### src/rtl/fetch_ctrl_pkg.sv
// Shared widths, reset vector and state encoding for the instruction-fetch controller.
package fetch_ctrl_pkg;

  localparam int          CPU_WIDTH_DEF = 32;
  localparam logic [31:0] RESET_VEC_DEF = 32'h0000_0000;

  localparam logic [2:0] ST_BOOT = 3'd0;
  localparam logic [2:0] ST_REQ  = 3'd1;
  localparam logic [2:0] ST_RESP = 3'd2;
  localparam logic [2:0] ST_HOLD = 3'd3;
  localparam logic [2:0] ST_HALT = 3'd4;

  typedef enum logic [2:0] {
    BOOT = ST_BOOT,
    REQ  = ST_REQ,
    RESP = ST_RESP,
    HOLD = ST_HOLD,
    HALT = ST_HALT
  } fetch_state_e;

  function automatic logic is_misaligned(input logic [1:0] lsb);
    return lsb != 2'b00;
  endfunction

endpackage

### src/rtl/fetch_ctrl_pc_reg.sv
// Architectural fetch PC register; the next-PC selection lives in the parent.
module fetch_ctrl_pc_reg #(
  parameter int             W       = 32,
  parameter logic [W-1:0]   RST_VAL = '0
) (
  input  logic         clk,
  input  logic         rst_n,
  input  logic         load_i,
  input  logic [W-1:0] pc_d_i,
  output logic [W-1:0] pc_q_o
);

  logic [W-1:0] pc_q;

  always_ff @(posedge clk or negedge rst_n) begin
    if (!rst_n) begin
      pc_q <= RST_VAL;
    end else if (load_i) begin
      pc_q <= pc_d_i;
    end
  end

  assign pc_q_o = pc_q;

endmodule

### src/rtl/fetch_ctrl.sv
// Fetch sequencer: one outstanding imem request, redirect priority trap > branch > PC+4,
// and debug halt at quiescent points.
module fetch_ctrl
  import fetch_ctrl_pkg::*;
#(
  parameter int                     CPU_WIDTH = CPU_WIDTH_DEF,
  parameter logic [CPU_WIDTH-1:0]   RESET_VEC = RESET_VEC_DEF
) (
  input  logic                 clk,
  input  logic                 rst_n,
  output logic                 imem_req,
  output logic [CPU_WIDTH-1:0] imem_addr,
  input  logic                 imem_gnt,
  input  logic                 imem_rvalid,
  input  logic [31:0]          imem_rdata,
  output logic                 inst_valid,
  output logic [31:0]          inst,
  output logic [CPU_WIDTH-1:0] inst_pc,
  input  logic                 id_ready,
  input  logic                 redirect_valid,
  input  logic [CPU_WIDTH-1:0] redirect_pc,
  input  logic                 trap_valid,
  input  logic [CPU_WIDTH-1:0] trap_vec,
  input  logic                 halt_req,
  output logic                 halted,
  output logic                 misalign
);

  fetch_state_e         state_q, state_d;
  logic                 kill_q, kill_d;
  logic [31:0]          inst_q, inst_d;
  logic [CPU_WIDTH-1:0] inst_pc_q, inst_pc_d;
  logic                 misalign_q, misalign_d;
  logic [CPU_WIDTH-1:0] pc_q, pc_d;
  logic                 pc_ld;
  logic                 redir_en;
  logic [CPU_WIDTH-1:0] redir_tgt;

  fetch_ctrl_pc_reg #(
    .W       (CPU_WIDTH),
    .RST_VAL (RESET_VEC)
  ) u_pc_reg (
    .clk    (clk),
    .rst_n  (rst_n),
    .load_i (pc_ld),
    .pc_d_i (pc_d),
    .pc_q_o (pc_q)
  );

  assign redir_en  = (trap_valid || redirect_valid) && (state_q != BOOT);
  assign redir_tgt = trap_valid ? trap_vec : redirect_pc;

  always_comb begin
    state_d    = state_q;
    kill_d     = kill_q;
    inst_d     = inst_q;
    inst_pc_d  = inst_pc_q;
    misalign_d = 1'b0;
    pc_ld      = 1'b0;
    pc_d       = pc_q;

    if (redir_en) begin
      pc_ld      = 1'b1;
      pc_d       = {redir_tgt[CPU_WIDTH-1:2], 2'b00};
      misalign_d = is_misaligned(redir_tgt[1:0]);
    end

    case (state_q)
      BOOT: state_d = halt_req ? HALT : REQ;
      REQ: begin
        // A redirect racing the grant leaves a response in flight that must be discarded.
        if (imem_gnt) begin
          state_d = RESP;
          kill_d  = redir_en;
        end
      end
      RESP: begin
        if (imem_rvalid) begin
          if (kill_q || redir_en) begin
            kill_d  = 1'b0;
            state_d = (halt_req && !redir_en) ? HALT : REQ;
          end else begin
            inst_d    = imem_rdata;
            inst_pc_d = pc_q;
            state_d   = HOLD;
          end
        end else if (redir_en) begin
          kill_d = 1'b1;
        end
      end
      HOLD: begin
        if (redir_en) begin
          state_d = REQ;
        end else if (id_ready) begin
          pc_ld   = 1'b1;
          pc_d    = pc_q + CPU_WIDTH'(4);
          state_d = halt_req ? HALT : REQ;
        end
      end
      HALT: begin
        if (!halt_req) begin
          state_d = REQ;
        end
      end
      default: state_d = BOOT;
    endcase
  end

  always_ff @(posedge clk or negedge rst_n) begin
    if (!rst_n) begin
      state_q    <= BOOT;
      kill_q     <= 1'b0;
      inst_q     <= '0;
      inst_pc_q  <= '0;
      misalign_q <= 1'b0;
    end else begin
      state_q    <= state_d;
      kill_q     <= kill_d;
      inst_q     <= inst_d;
      inst_pc_q  <= inst_pc_d;
      misalign_q <= misalign_d;
    end
  end

  assign imem_req   = (state_q == REQ);
  assign imem_addr  = pc_q;
  assign inst_valid = (state_q == HOLD);
  assign halted     = (state_q == HALT);
  assign misalign   = misalign_q;
  assign inst       = inst_q;
  assign inst_pc    = inst_pc_q;

endmodule
### config.mk
export PLATFORM = sky130hd
export DESIGN_NAME = fetch_ctrl
export DESIGN_NICKNAME = d
export VERILOG_FILES = /design/src/rtl/fetch_ctrl_pkg.sv /design/src/rtl/fetch_ctrl_pc_reg.sv /design/src/rtl/fetch_ctrl.sv
export SDC_FILE = /design/constraint.sdc
export NUM_CORES = 1
export LEC_CHECK = 0
export BUFFER_PORTS_ARGS = -buffer_cell sky130_fd_sc_hd__buf_2
export CORE_ASPECT_RATIO = 2
export CORE_UTILIZATION = 52
export CTS_CLUSTER_SIZE = 20
export DETAILED_ROUTE_END_ITERATION = 8
export GPL_TIMING_DRIVEN = 0
export PLACE_DENSITY = 0.85
export SYNTH_ARGS = -nofsm -noshare
export SYNTH_HDL_FRONTEND = slang
export SYNTH_SLANG_ARGS = --single-unit
### constraint.sdc
create_clock -name clk -period 3 [get_ports clk]
set_input_delay 0.15 -clock clk [delete_from_list [all_inputs] [get_ports clk]]
set_output_delay 0.15 -clock clk [all_outputs]
set_load 0.01 [all_outputs]
==> results of run 1 <==
==> through the flow <==
| stage | util, % | hold WS, ns | power, mW | instances | setup WS, ns |
|---|---|---|---|---|---|
| global placement | 65.7 | 0.383 | 4.90 | 729 | 0.738 |
| CTS | 69.5 | 0.0258 | 6.26 | 747 | 0.675 |
| global route | 69.5 | 0.0266 | 6.59 | 747 | 0.460 |
| floorplan | - | -0.146 | 3.90 | 423 | 0.951 |
| finish | 69.5 | 0.0350 | 6.23 | 747 | 0.673 |
| detailed placement | 66.1 | 0.111 | 5.01 | 730 | 0.689 |
==> state kept, by name, summed over array words and instances, names as in the netlist <==
register         cells
u_pc_reg.pc_q_o     32
inst                32
inst_pc             32
state_q              3
kill_q               1
misalign             1
==> how the worst max path moves through the flow <==
stage,depth (start not counted),end,startpoint
final,6,u_pc_reg.pc_q_o[24]$_DFFE_PN0P_,u_pc_reg.pc_q_o[5]$_DFFE_PN0P_
after global routing,6,u_pc_reg.pc_q_o[28]$_DFFE_PN0P_,u_pc_reg.pc_q_o[5]$_DFFE_PN0P_
after CTS,6,u_pc_reg.pc_q_o[24]$_DFFE_PN0P_,u_pc_reg.pc_q_o[5]$_DFFE_PN0P_
after detailed placement,6,u_pc_reg.pc_q_o[24]$_DFFE_PN0P_,u_pc_reg.pc_q_o[5]$_DFFE_PN0P_
after global placement,6,u_pc_reg.pc_q_o[24]$_DFFE_PN0P_,u_pc_reg.pc_q_o[5]$_DFFE_PN0P_
after floorplan,6,u_pc_reg.pc_q_o[28]$_DFFE_PN0P_,u_pc_reg.pc_q_o[2]$_DFFE_PN0P_
==> cells in the mapped netlist, drive strengths merged, types with 8 or more instances <==
cell type / count / share of area (%)
nand3: 8 / 0.80
a21oi: 17 / 1.7
dfrtp: 101 / 50
o21ai: 9 / 0.90
clkbuf: 18 / 1.4
buf: 12 / 2.1
nor2b: 30 / 3.7
a211oi: 30 / 4.5
nand4: 8 / 1.0
o31ai: 16 / 2.5
a31oi: 20 / 2.5
nand2: 19 / 1.4
mux2: 62 / 17
or4: 16 / 2.5
==> per-layer routing <==
layer	global-route usage (%)	share of wire, %	up-vias
li1	-	-	2014
met1	32.2	36	2074
met2	50.5	55	158
met3	5.43	4.9	34
met4	15.1	3.5	0
met5	0	0	-
==> cell type report <==
cell class	instances	area, um^2
timing repair buffer	204	1050
clock buffer	11	233
buffer	30	176
sequential	101	2530
fill	698	2860
tap	104	130
clock inverter	5	83.8
multi-input combinational	288	2310
inverter	4	15.0
==> logic make-up after synthesis <==
logic type / Yosys count / synth area share, %
buf+inv: 34 / 3.81
compound gates: 98 / 13.1
fa+ha+maj: 1 / 0.249
flops: 101 / 50.3
xor+xnor: 10 / 1.74
mux: 63 / 16.8
simple gates: 116 / 14.1
==> worst reg2reg max path, cell delays in order, from the launching register on <==
cell and delay [ns]:
dfrtp_1 0.48, and3_1 0.28, nand4_1 0.27, clkbuf_1 0.39
clkbuf_1 0.46, o21ai_0 0.17, a31oi_1 0.20
==> timing repair <==
item | in CTS | in global routing
hold buffers | 1 | 0
resized for setup | 0 | 0
hold endpoints to repair | 30 | 0
==> cells in the final DEF (no fill, tap or decap), types with 15 or more instances in the layout <==
| cell type | n |
|---|---|
| mux2_2 | 26 |
| buf_2 | 205 |
| a21oi_1 | 17 |
| o31ai_1 | 15 |
| a31oi_1 | 20 |
| nand2_1 | 19 |
| dfrtp_1 | 101 |
| a211oi_1 | 30 |
| mux2_4 | 36 |
| clkbuf_1 | 18 |
| nor2b_1 | 30 |
| or4_1 | 15 |
==> power by group <==
group | internal [mW] | total (mW) | leakage [nW] | switching [mW]
clock | 0.735 | 1.24 | 0.146 | 0.504
sequential | 1.94 | 2.49 | 1.29 | 0.549
combinational | 1.20 | 2.50 | 1.88 | 1.30
total | 3.88 | 6.23 | 3.31 | 2.35
==> flow_metrics.py, run 1 <==
metrics = {
    "routing": {
        "dr_total_vias": 4280,
        "antenna_left": 0,
        "wire_per_inst_um": 18.7,
        "routed_wl_um": 13900,
        "drc": 0,
        "viasPerCell": 5.73,
        "dr.first_iter.drc_count": 247,
        "first_pass_iters": 4,
    },
    "global_routing": {
        "grt_pass1_wl_um": 22100,
        "grt_max_degree": 72,
        "antenna_found_initial": 0,
        "first_global_vias": 4436,
        "grt_use_total_pct": 28.7,
        "grt.overflow.total": 0,
    },
    "clocking": {
        "cts_buffers": 9,
        "htree_levels": 3,
        "clock-sinks": 101,
        "clk_pin_slew_ns": 0.07,
        "clockBufferDepth": 2,
        "cts_tree": "built",
        "postCtsSetupBuffers": 0,
        "root_buffer": "clkbuf_16",
        "clk_latency_ns": 0.34,
    },
    "floorplan": {
        "die_x_um": 71.5,
        "initial_utilization_pct": 53.6,
        "dieHeight_um": 141,
        "num_rows": 50,
        "die_area_mm2": 0.0101,
        "ios": 204,
        "core_mm2": 0.00938,
    },
    "final_layout": {
        "syn2layout_area_growth_pct": 29.8,
        "fin_nets": 743,
        "drive_gt1_share_pct": 46.5,
        "antenna_cells": 0,
        "final_area_mm2": 0.00653,
    },
    "logic_synthesis": {
        "ys.flop_type": "dfrtp_1",
        "synth-seq-area-share_pct": 50.3,
        "syn_nets": 528,
        "synth-seq-cells": 101,
        "yosysWarnings": 0,
        "netlist-cell-type-count": 45,
        "syn_inst": 423,
        "synth_edf_count": 0,
        "syn_area_mm2": 0.00503,
        "synthArstFlopShare_pct": 100,
        "syn_avg_cell_area_um2": 11.9,
    },
    "place": {
        "portBuffers": 202,
        "place.gp.congestion": 0.888,
        "place_area_mm2": 0.00620,
        "dp_hpwl_um": 10700,
    },
    "power": {
        "powerDensity_mw_per_mm2": 955,
        "peakVddDrop_v": 0.000518,
        "power.leakage_nw": 3.31,
    },
    "sta": {
        "fin_crit_sh_pct": 77.6,
        "layout_min_cycle_time_ns": 2.33,
        "worstMarginPinSlew_ns": 0.718,
        "clock_skew_ns": 0.00880,
        "finalHoldViolations": 0,
        "rsz0062_at_grt": "no",
        "setup_violations": 0,
        "max-slew-margin-rel_pct": 51.8,
        "maxSlewViolCount": 0,
        "setup_tns_ns": 0,
        "max_freq_mhz": 430,
    },
    "worst_hold_path": {
        "hold_depth": 2,
        "hold_path.class": "in -> reg",
        "min_to": "inst[2]$_DFFE_PN0P_",
        "holdCritStartpoint": "imem_rdata[2]",
    },
    "worst_setup_path": {
        "path_max_fanout": 10,
        "crit_buf_inv": 2,
        "cp_slowest_cell": "dfrtp_1",
        "r2r_slack_ns": 0.67,
        "r2r_start": "u_pc_reg.pc_q_o[5]$_DFFE_PN0P_",
        "cp.arrival_ns": 2.58,
        "crit_family": "buffers and inverters",
        "endpoint_kind": "flip-flop",
        "cp_cell_sequence": "and3_1 > nand4_1 > clkbuf_1 > clkbuf_1 > o21ai_0 > a31oi_1",
        "critPathKind": "reg -> reg",
        "r2r_end": "u_pc_reg.pc_q_o[24]$_DFFE_PN0P_",
        "crit_required_ns": 3.25,
        "start_kind": "flip-flop",
        "r2r.worst_path.cells": 6,
        "path_common_cell": "clkbuf_1",
        "slowest_delay_ns": 0.48,
    },
    "status": {
        "status": "complete, no violations",
    },
    "run": {
        "drv_cap": 0,
    },
}
Power figures use the tool's default switching activity.
==> inputs of run 2 (changes only) <==
ABC_AREA = 1   (was not set)
CORE_UTILIZATION = 45   (was 52)
PLACE_DENSITY = 0.77   (was 0.85)
clock period = 2 ns   (was 3 ns; I/O delays follow)
==> run 2 against run 1 <==
  * Highest routed layer unchanged
  * Clock power grew 56%
  * Maximum frequency grew 27%
  * Combinational power grew 92%
  * Wire length grew 28%
  * Critical path type unchanged
  * Sequential share of layout area shrank 4.1 points
==> flow_metrics.py, run 2 <==
metrics = {
    "status": {
        "status": "complete, no violations",
    },
    "worst_setup_path": {
        "endpoint_kind": "flip-flop",
        "r2r_slack_ns": 0.16,
        "critPathKind": "reg -> reg",
        "crit_buf_inv": 1,
        "path_max_fanout": 10,
        "start_kind": "flip-flop",
        "cp_slowest_cell": "clkbuf_1",
        "critical_path.startpoint": "state_q[0]$_DFFE_PN0P_",
        "cp.arrival_ns": 2.05,
        "crit_family": "simple AND/OR/NAND/NOR gates",
        "r2r_start": "state_q[0]$_DFFE_PN0P_",
        "r2r_end": "inst_pc[1]$_DFFE_PN0P_",
        "r2r.worst_path.cells": 8,
        "crit_required_ns": 2.21,
        "slowest_delay_ns": 0.52,
        "path_common_cell": "nand2_1",
        "cp_cell_sequence": "nor2_1 > nand2_1 > nand2_1 > nand2_1 > nor2_4 > nand2_4 > clkbuf_1 > o21ai_0",
    },
    "routing": {
        "routed_wl_um": 17800,
        "met2WireLength_um": 9470,
        "wl_met3_um": 996,
        "wl_met1_um": 6170,
        "first_pass_iters": 4,
        "dr.first_iter.drc_count": 246,
        "dr_total_vias": 5794,
        "antenna_left": 0,
        "routed.top_layer": "met4",
        "wire_per_inst_um": 15.5,
        "drc": 0,
        "viasPerCell": 5.05,
    },
    "logic_synthesis": {
        "syn_inst": 750,
        "synth_edf_count": 0,
        "netlist-cell-type-count": 33,
        "synth-seq-cells": 101,
        "ys.flop_type": "dfrtp_1",
        "synth-seq-area-share_pct": 46.7,
        "synth.most_common_cell": "nand2_1",
        "syn_area_mm2": 0.00541,
        "syn_avg_cell_area_um2": 7.21,
        "yosysWarnings": 0,
        "synth_top_cell_by_area": "dfrtp_1",
        "syn_nets": 855,
        "netlist_top_cells_area": "dfrtp_1 47%, nand2_1 22%, inv_1 5.3%",
        "synthArstFlopShare_pct": 100,
        "synthTopCellsByCount": "312 x nand2_1, 101 x dfrtp_1, 76 x inv_1",
        "synth_top_area_share_pct": 46.7,
    },
    "floorplan": {
        "core_mm2": 0.0117,
        "num_rows": 56,
        "dieHeight_um": 157,
        "die_area_mm2": 0.0125,
        "die_x_um": 79.5,
        "ios": 204,
        "initial_utilization_pct": 46.2,
    },
    "final_layout": {
        "final_cell_mix": "312 x nand2_1, 210 x buf_2, 101 x dfrtp_1, 76 x inv_1, 55 x o21ai_0",
        "fillerInstances": 1069,
        "fin_util_pct": 62.4,
        "fin_nets": 1102,
        "final_cells": 1147,
        "layout_commonest_cell": "nand2_1",
        "syn2layout_area_growth_pct": 35.0,
        "drive_gt1_share_pct": 26.4,
        "antenna_cells": 0,
    },
    "sta": {
        "fin_crit_sh_pct": 92.0,
        "worstMarginPinSlew_ns": 0.693,
        "rsz0062_at_grt": "no",
        "max-slew-margin-rel_pct": 53.8,
        "finalHoldViolations": 0,
        "maxSlewViolCount": 0,
        "setup_violations": 0,
        "layout_min_cycle_time_ns": 1.84,
        "clock_skew_ns": 0.00954,
        "max_freq_mhz": 544,
    },
    "global_routing": {
        "antenna_found_initial": 0,
        "grt_max_degree": 71,
        "grt.overflow.total": 0,
        "first_global_vias": 5552,
        "grt_pass1_wl_um": 27100,
        "grt_use_total_pct": 28.9,
    },
    "run": {
        "drv_cap": 0,
    },
    "worst_hold_path": {
        "holdCritStartpoint": "trap_vec[9]",
        "hold_depth": 3,
        "hold_path.class": "in -> reg",
        "min_to": "u_pc_reg.pc_q_o[9]$_DFFE_PN0P_",
    },
    "power": {
        "powerDensity_mw_per_mm2": 1450,
        "power.leakage_nw": 4.10,
        "peakVddDrop_v": 0.000947,
    },
    "clocking": {
        "cts_buffers": 9,
        "clock-sinks": 101,
        "clk_pin_slew_ns": 0.07,
        "root_buffer": "clkbuf_16",
        "clockBufferDepth": 2,
        "htree_levels": 3,
        "cts_tree": "built",
        "clk_latency_ns": 0.35,
    },
    "place": {
        "place.gp.congestion": 1.00,
        "dp_hpwl_um": 13900,
        "place_inst": 1098,
        "portBuffers": 202,
    },
}
-- run 2: cell types whose count changed after synthesis, sizes merged, moves of 15 or more --
cell    change
a211oi     -30
inv        +75
mux2       -62
nand2     +294
nand3      +41
nor2       +54
nor2b      -30
o21ai      +52
o31ai      -15
or4        -16
-- run 2: how the worst max path moves through the flow --
| stage | end | slack, ns | cells past startpoint |
|---|---|---|---|
| 2_1_floorplan | u_pc_reg.pc_q_o[22]$_DFFE_PN0P_ | 0.46 | 10 |
| 3_3_place_gp | inst[12]$_DFFE_PN0P_ | -0.28 | 1 |
| 3_5_place_dp | u_pc_reg.pc_q_o[27]$_DFFE_PN0P_ | 0.11 | 8 |
| 4_1_cts | u_pc_reg.pc_q_o[27]$_DFFE_PN0P_ | 0.1 | 8 |
| 5_1_grt | u_pc_reg.pc_q_o[31]$_DFFE_PN0P_ | 0.002 | 10 |
| 6_report | inst_pc[1]$_DFFE_PN0P_ | 0.16 | 8 |
-- run 2: cell families (layout without fill, tap and decap cells) --
family	count (synthesis)	in the layout	share of synthesized area, %
AOI/OAI and AO/OA	88	88	9.39
xor gates and xnor gates	2	2	0.324
adders and majority gates	1	1	0.231
buffers and inverters	112	364	9.09
DFF	101	101	46.7
and+or+nand+nor	446	446	34.2
-- run 2: layer usage --
layer | vias to the layer above | track usage, %
li1 | 2867 | -
met2 | 240 | 52.6
met1 | 2624 | 28.5
met4 | 0 | 21.5
met3 | 63 | 4.52
met5 | - | 0
-- run 2: what timing repair did --
action | in CTS | in global routing
endpoints found under the hold margin | 63 | 0
gates resized for setup | 0 | 5
setup endpoints to repair | 0 | 12
buffers inserted | 0 | 0
hold buffers | 33 | 0
-- run 2: area by class of cell --
cell class                      instances  area (um^2)  area share (%)
Sequential cell                       101         2530            34.6
Clock inverter                          7          106            1.46
Multi-Input combinational cell        537         2390            32.8
Clock buffer                            9          225            3.09
Inverter                               79          297            4.06
Buffer                                 33          198            2.71
Timing Repair Buffer                  236         1370            18.8
Tap cell                              145          181            2.49
-- run 2: worst reg2reg max path: cells and delay by family, from the launching register on --
family	cells	cell delay [ns]
AND/OR/NAND/NOR	6	0.57
flip-flops	1	0.45
buffers and inverters	1	0.52
AO/OA/AOI/OAI	1	0.17
-- run 2: through the flow --
stage                     area [um^2]  setup TNS, ns  hold slack (ns)  setup slack (ns)  power [mW]
final                            7300              0           0.0221             0.161        10.6
after global routing             7300              0           0.0232           0.00160        11.3
after CTS                        7290              0           0.0172            0.0965        10.6
after detailed placement         6630              0           0.0748             0.114        8.57
after global placement           6600         -27.66            0.295            -0.282        8.43
after floorplan                  5410              0           -0.196             0.459        6.48
-- run 2: where the power goes --
group / total [mW] / internal [mW] / switching [mW]
Sequential: 3.82 / 2.99 / 0.831
Clock: 1.94 / 1.12 / 0.827
Combinational: 4.80 / 1.78 / 3.01
Total: 10.6 / 5.89 / 4.67
==> inputs of run 3 (changes only) <==
GPL_TIMING_DRIVEN = not set   (was 0)
==> run 3 against run 2 <==
  * Cell count down 1.5%
  * Global-route usage down 0.37 points
  * Clock skew down 0.0013 ns
  * Largest cell class unchanged
==> flow_metrics.py, run 3 (synthesis results as in run 2) <==
metrics = {
    "status": {
        "status": "complete, no violations",
    },
    "floorplan": {
        "die_area_mm2": 0.0125,
        "ios": 204,
        "dieHeight_um": 157,
        "initial_utilization_pct": 46.2,
        "core_mm2": 0.0117,
        "die_x_um": 79.5,
        "num_rows": 56,
    },
    "final_layout": {
        "syn2layout_area_growth_pct": 34.5,
        "fin_util_pct": 62.1,
        "fin_nets": 1085,
        "layout_commonest_cell": "nand2_1",
        "antenna_cells": 0,
        "drive_gt1_share_pct": 26.4,
        "final_cell_mix": "311 x nand2_1, 202 x buf_2, 101 x dfrtp_1, 76 x inv_1, 55 x o21ai_0",
    },
    "power": {
        "p_sw_mw": 4.62,
        "powerDensity_mw_per_mm2": 1470,
        "switching_share_pct": 43.3,
        "power.leakage_nw": 4.08,
        "peakVddDrop_v": 0.000807,
        "combPwrFrac_pct": 44.6,
        "pwr-share-clk_pct": 19.3,
        "p_int_mw": 6.05,
        "seqPwrFrac_pct": 36.0,
    },
    "place": {
        "place.gp.congestion": 0.976,
        "dp_hpwl_um": 12900,
        "portBuffers": 203,
    },
    "worst_setup_path": {
        "slowest_delay_ns": 0.42,
        "crit_buf_inv": 1,
        "cp.arrival_ns": 2.06,
        "endpoint_kind": "flip-flop",
        "r2r_slack_ns": 0.19,
        "r2r_start": "u_pc_reg.pc_q_o[3]$_DFFE_PN0P_",
        "cp_cell_sequence": "ha_1 > inv_1 > nor2_1 > nand2_1 > nor2_2 > nand3_1 > nand2_1 > nand3_1 > nand2_1 > nand2_1",
        "crit_family": "simple AND/OR/NAND/NOR gates",
        "start_kind": "flip-flop",
        "r2r_end": "u_pc_reg.pc_q_o[26]$_DFFE_PN0P_",
        "path_common_cell": "nand2_1",
        "cp_slowest_cell": "dfrtp_1",
        "crit_required_ns": 2.24,
        "r2r.worst_path.cells": 10,
        "critPathKind": "reg -> reg",
        "path_max_fanout": 7,
        "crit_cells": 10,
    },
    "global_routing": {
        "grt_use_total_pct": 28.5,
        "grt.overflow.total": 0,
        "antenna_found_initial": 0,
        "first_global_vias": 5620,
        "grt_max_degree": 81,
        "grtUsageMet1_pct": 28.9,
        "grt_pass1_wl_um": 27000,
        "met2_usage_pct": 52.9,
        "use_met3_pct": 3.36,
        "busiest_layer": "met2",
    },
    "worst_hold_path": {
        "min_to": "u_pc_reg.pc_q_o[2]$_DFFE_PN0P_",
        "holdCritStartpoint": "trap_vec[2]",
        "hold_depth": 3,
        "hold_path.class": "in -> reg",
    },
    "clocking": {
        "clk_latency_ns": 0.35,
        "cts_tree": "built",
        "root_buffer": "clkbuf_16",
        "cts_buffers": 9,
        "clock-sinks": 101,
        "clockBufferDepth": 2,
        "htree_levels": 3,
        "clk_pin_slew_ns": 0.07,
    },
    "routing": {
        "routed_wl_um": 17300,
        "wire_per_inst_um": 15.3,
        "dr.first_iter.drc_count": 319,
        "viasPerCell": 5.05,
        "dr_total_vias": 5709,
        "drc": 0,
        "first_pass_iters": 5,
        "antenna_left": 0,
    },
    "sta": {
        "fin_crit_sh_pct": 90.6,
        "worstMarginPinSlew_ns": 0.542,
        "max-slew-margin-rel_pct": 63.8,
        "max_freq_mhz": 552,
        "finalHoldViolations": 0,
        "maxSlewViolCount": 0,
        "setup_tns_ns": 0,
        "clock_skew_ns": 0.00820,
        "rsz0062_at_grt": "no",
        "setup_violations": 0,
        "hold_slack_ns": 0.0261,
        "layout_min_cycle_time_ns": 1.81,
    },
    "run": {
        "drv_cap": 0,
    },
}
-- run 3: repair_timing --
action | in CTS | in global routing
resized for setup | 0 | 0
setup buffers | 0 | 0
hold endpoints to repair | 60 | 0
hold buffers | 33 | 0
-- run 3: worst max path at each step --
| stage | startpoint | to | slack, ns |
|---|---|---|---|
| global placement | u_pc_reg.pc_q_o[3]$_DFFE_PN0P_ | u_pc_reg.pc_q_o[22]$_DFFE_PN0P_ | 0.25 |
| global route | u_pc_reg.pc_q_o[3]$_DFFE_PN0P_ | u_pc_reg.pc_q_o[26]$_DFFE_PN0P_ | 0.03 |
| detailed placement | u_pc_reg.pc_q_o[3]$_DFFE_PN0P_ | u_pc_reg.pc_q_o[22]$_DFFE_PN0P_ | 0.24 |
| CTS | u_pc_reg.pc_q_o[3]$_DFFE_PN0P_ | u_pc_reg.pc_q_o[22]$_DFFE_PN0P_ | 0.21 |
| floorplan | u_pc_reg.pc_q_o[3]$_DFFE_PN0P_ | u_pc_reg.pc_q_o[22]$_DFFE_PN0P_ | 0.46 |
| finish | u_pc_reg.pc_q_o[3]$_DFFE_PN0P_ | u_pc_reg.pc_q_o[26]$_DFFE_PN0P_ | 0.19 |
-- run 3: layout make-up --
type / count / area, um^2
timing repair buffer: 252 / 1520
sequential: 101 / 2530
clock inverter: 6 / 118
clock buffer: 10 / 239
inverter: 79 / 297
tap: 145 / 181
fill: 1094 / 4430
multi-input combinational: 537 / 2390
-- run 3: power by group through the flow --
| stage | logic (mW) | clock network (mW) | registers (mW) |
|---|---|---|---|
| global route | 5.31 | 2.17 | 3.97 |
| finish | 4.76 | 2.06 | 3.84 |
| CTS | 4.77 | 2.10 | 3.83 |
| global placement | 4.63 | 0 | 3.82 |
| detailed placement | 4.69 | 0 | 3.86 |
| floorplan | 2.36 | 0 | 4.12 |
-- run 3: worst register-to-register path, cell delays in order (launching register included) --
cell     delay [ns]
dfrtp_1        0.42
ha_1           0.17
inv_1          0.08
nor2_1         0.17
nand2_1        0.17
nor2_2         0.32
nand3_1        0.12
nand2_1        0.08
nand3_1        0.07
nand2_1        0.07
nand2_1        0.04
-- run 3: per-layer routing --
| layer | vias to the layer above | part of all wire [%] |
|---|---|---|
| met3 | 49 | 4.8 |
| met5 | - | 0 |
| met1 | 2617 | 35 |
| met2 | 220 | 54 |
| li1 | 2823 | - |
| met4 | 0 | 5.9 |
-- run 3: metrics by stage --
step / area, um^2 / power (mW) / setup slack [ns] / std cells
2_1_floorplan: 5410 / 6.48 / 0.459 / 750
5_1_grt: 7270 / 11.5 / 0.0272 / 1130
6_report: 7270 / 10.7 / 0.188 / 1130
3_3_place_gp: 6590 / 8.45 / 0.250 / 1081
3_5_place_dp: 6590 / 8.55 / 0.241 / 1081
4_1_cts: 7270 / 10.7 / 0.209 / 1130
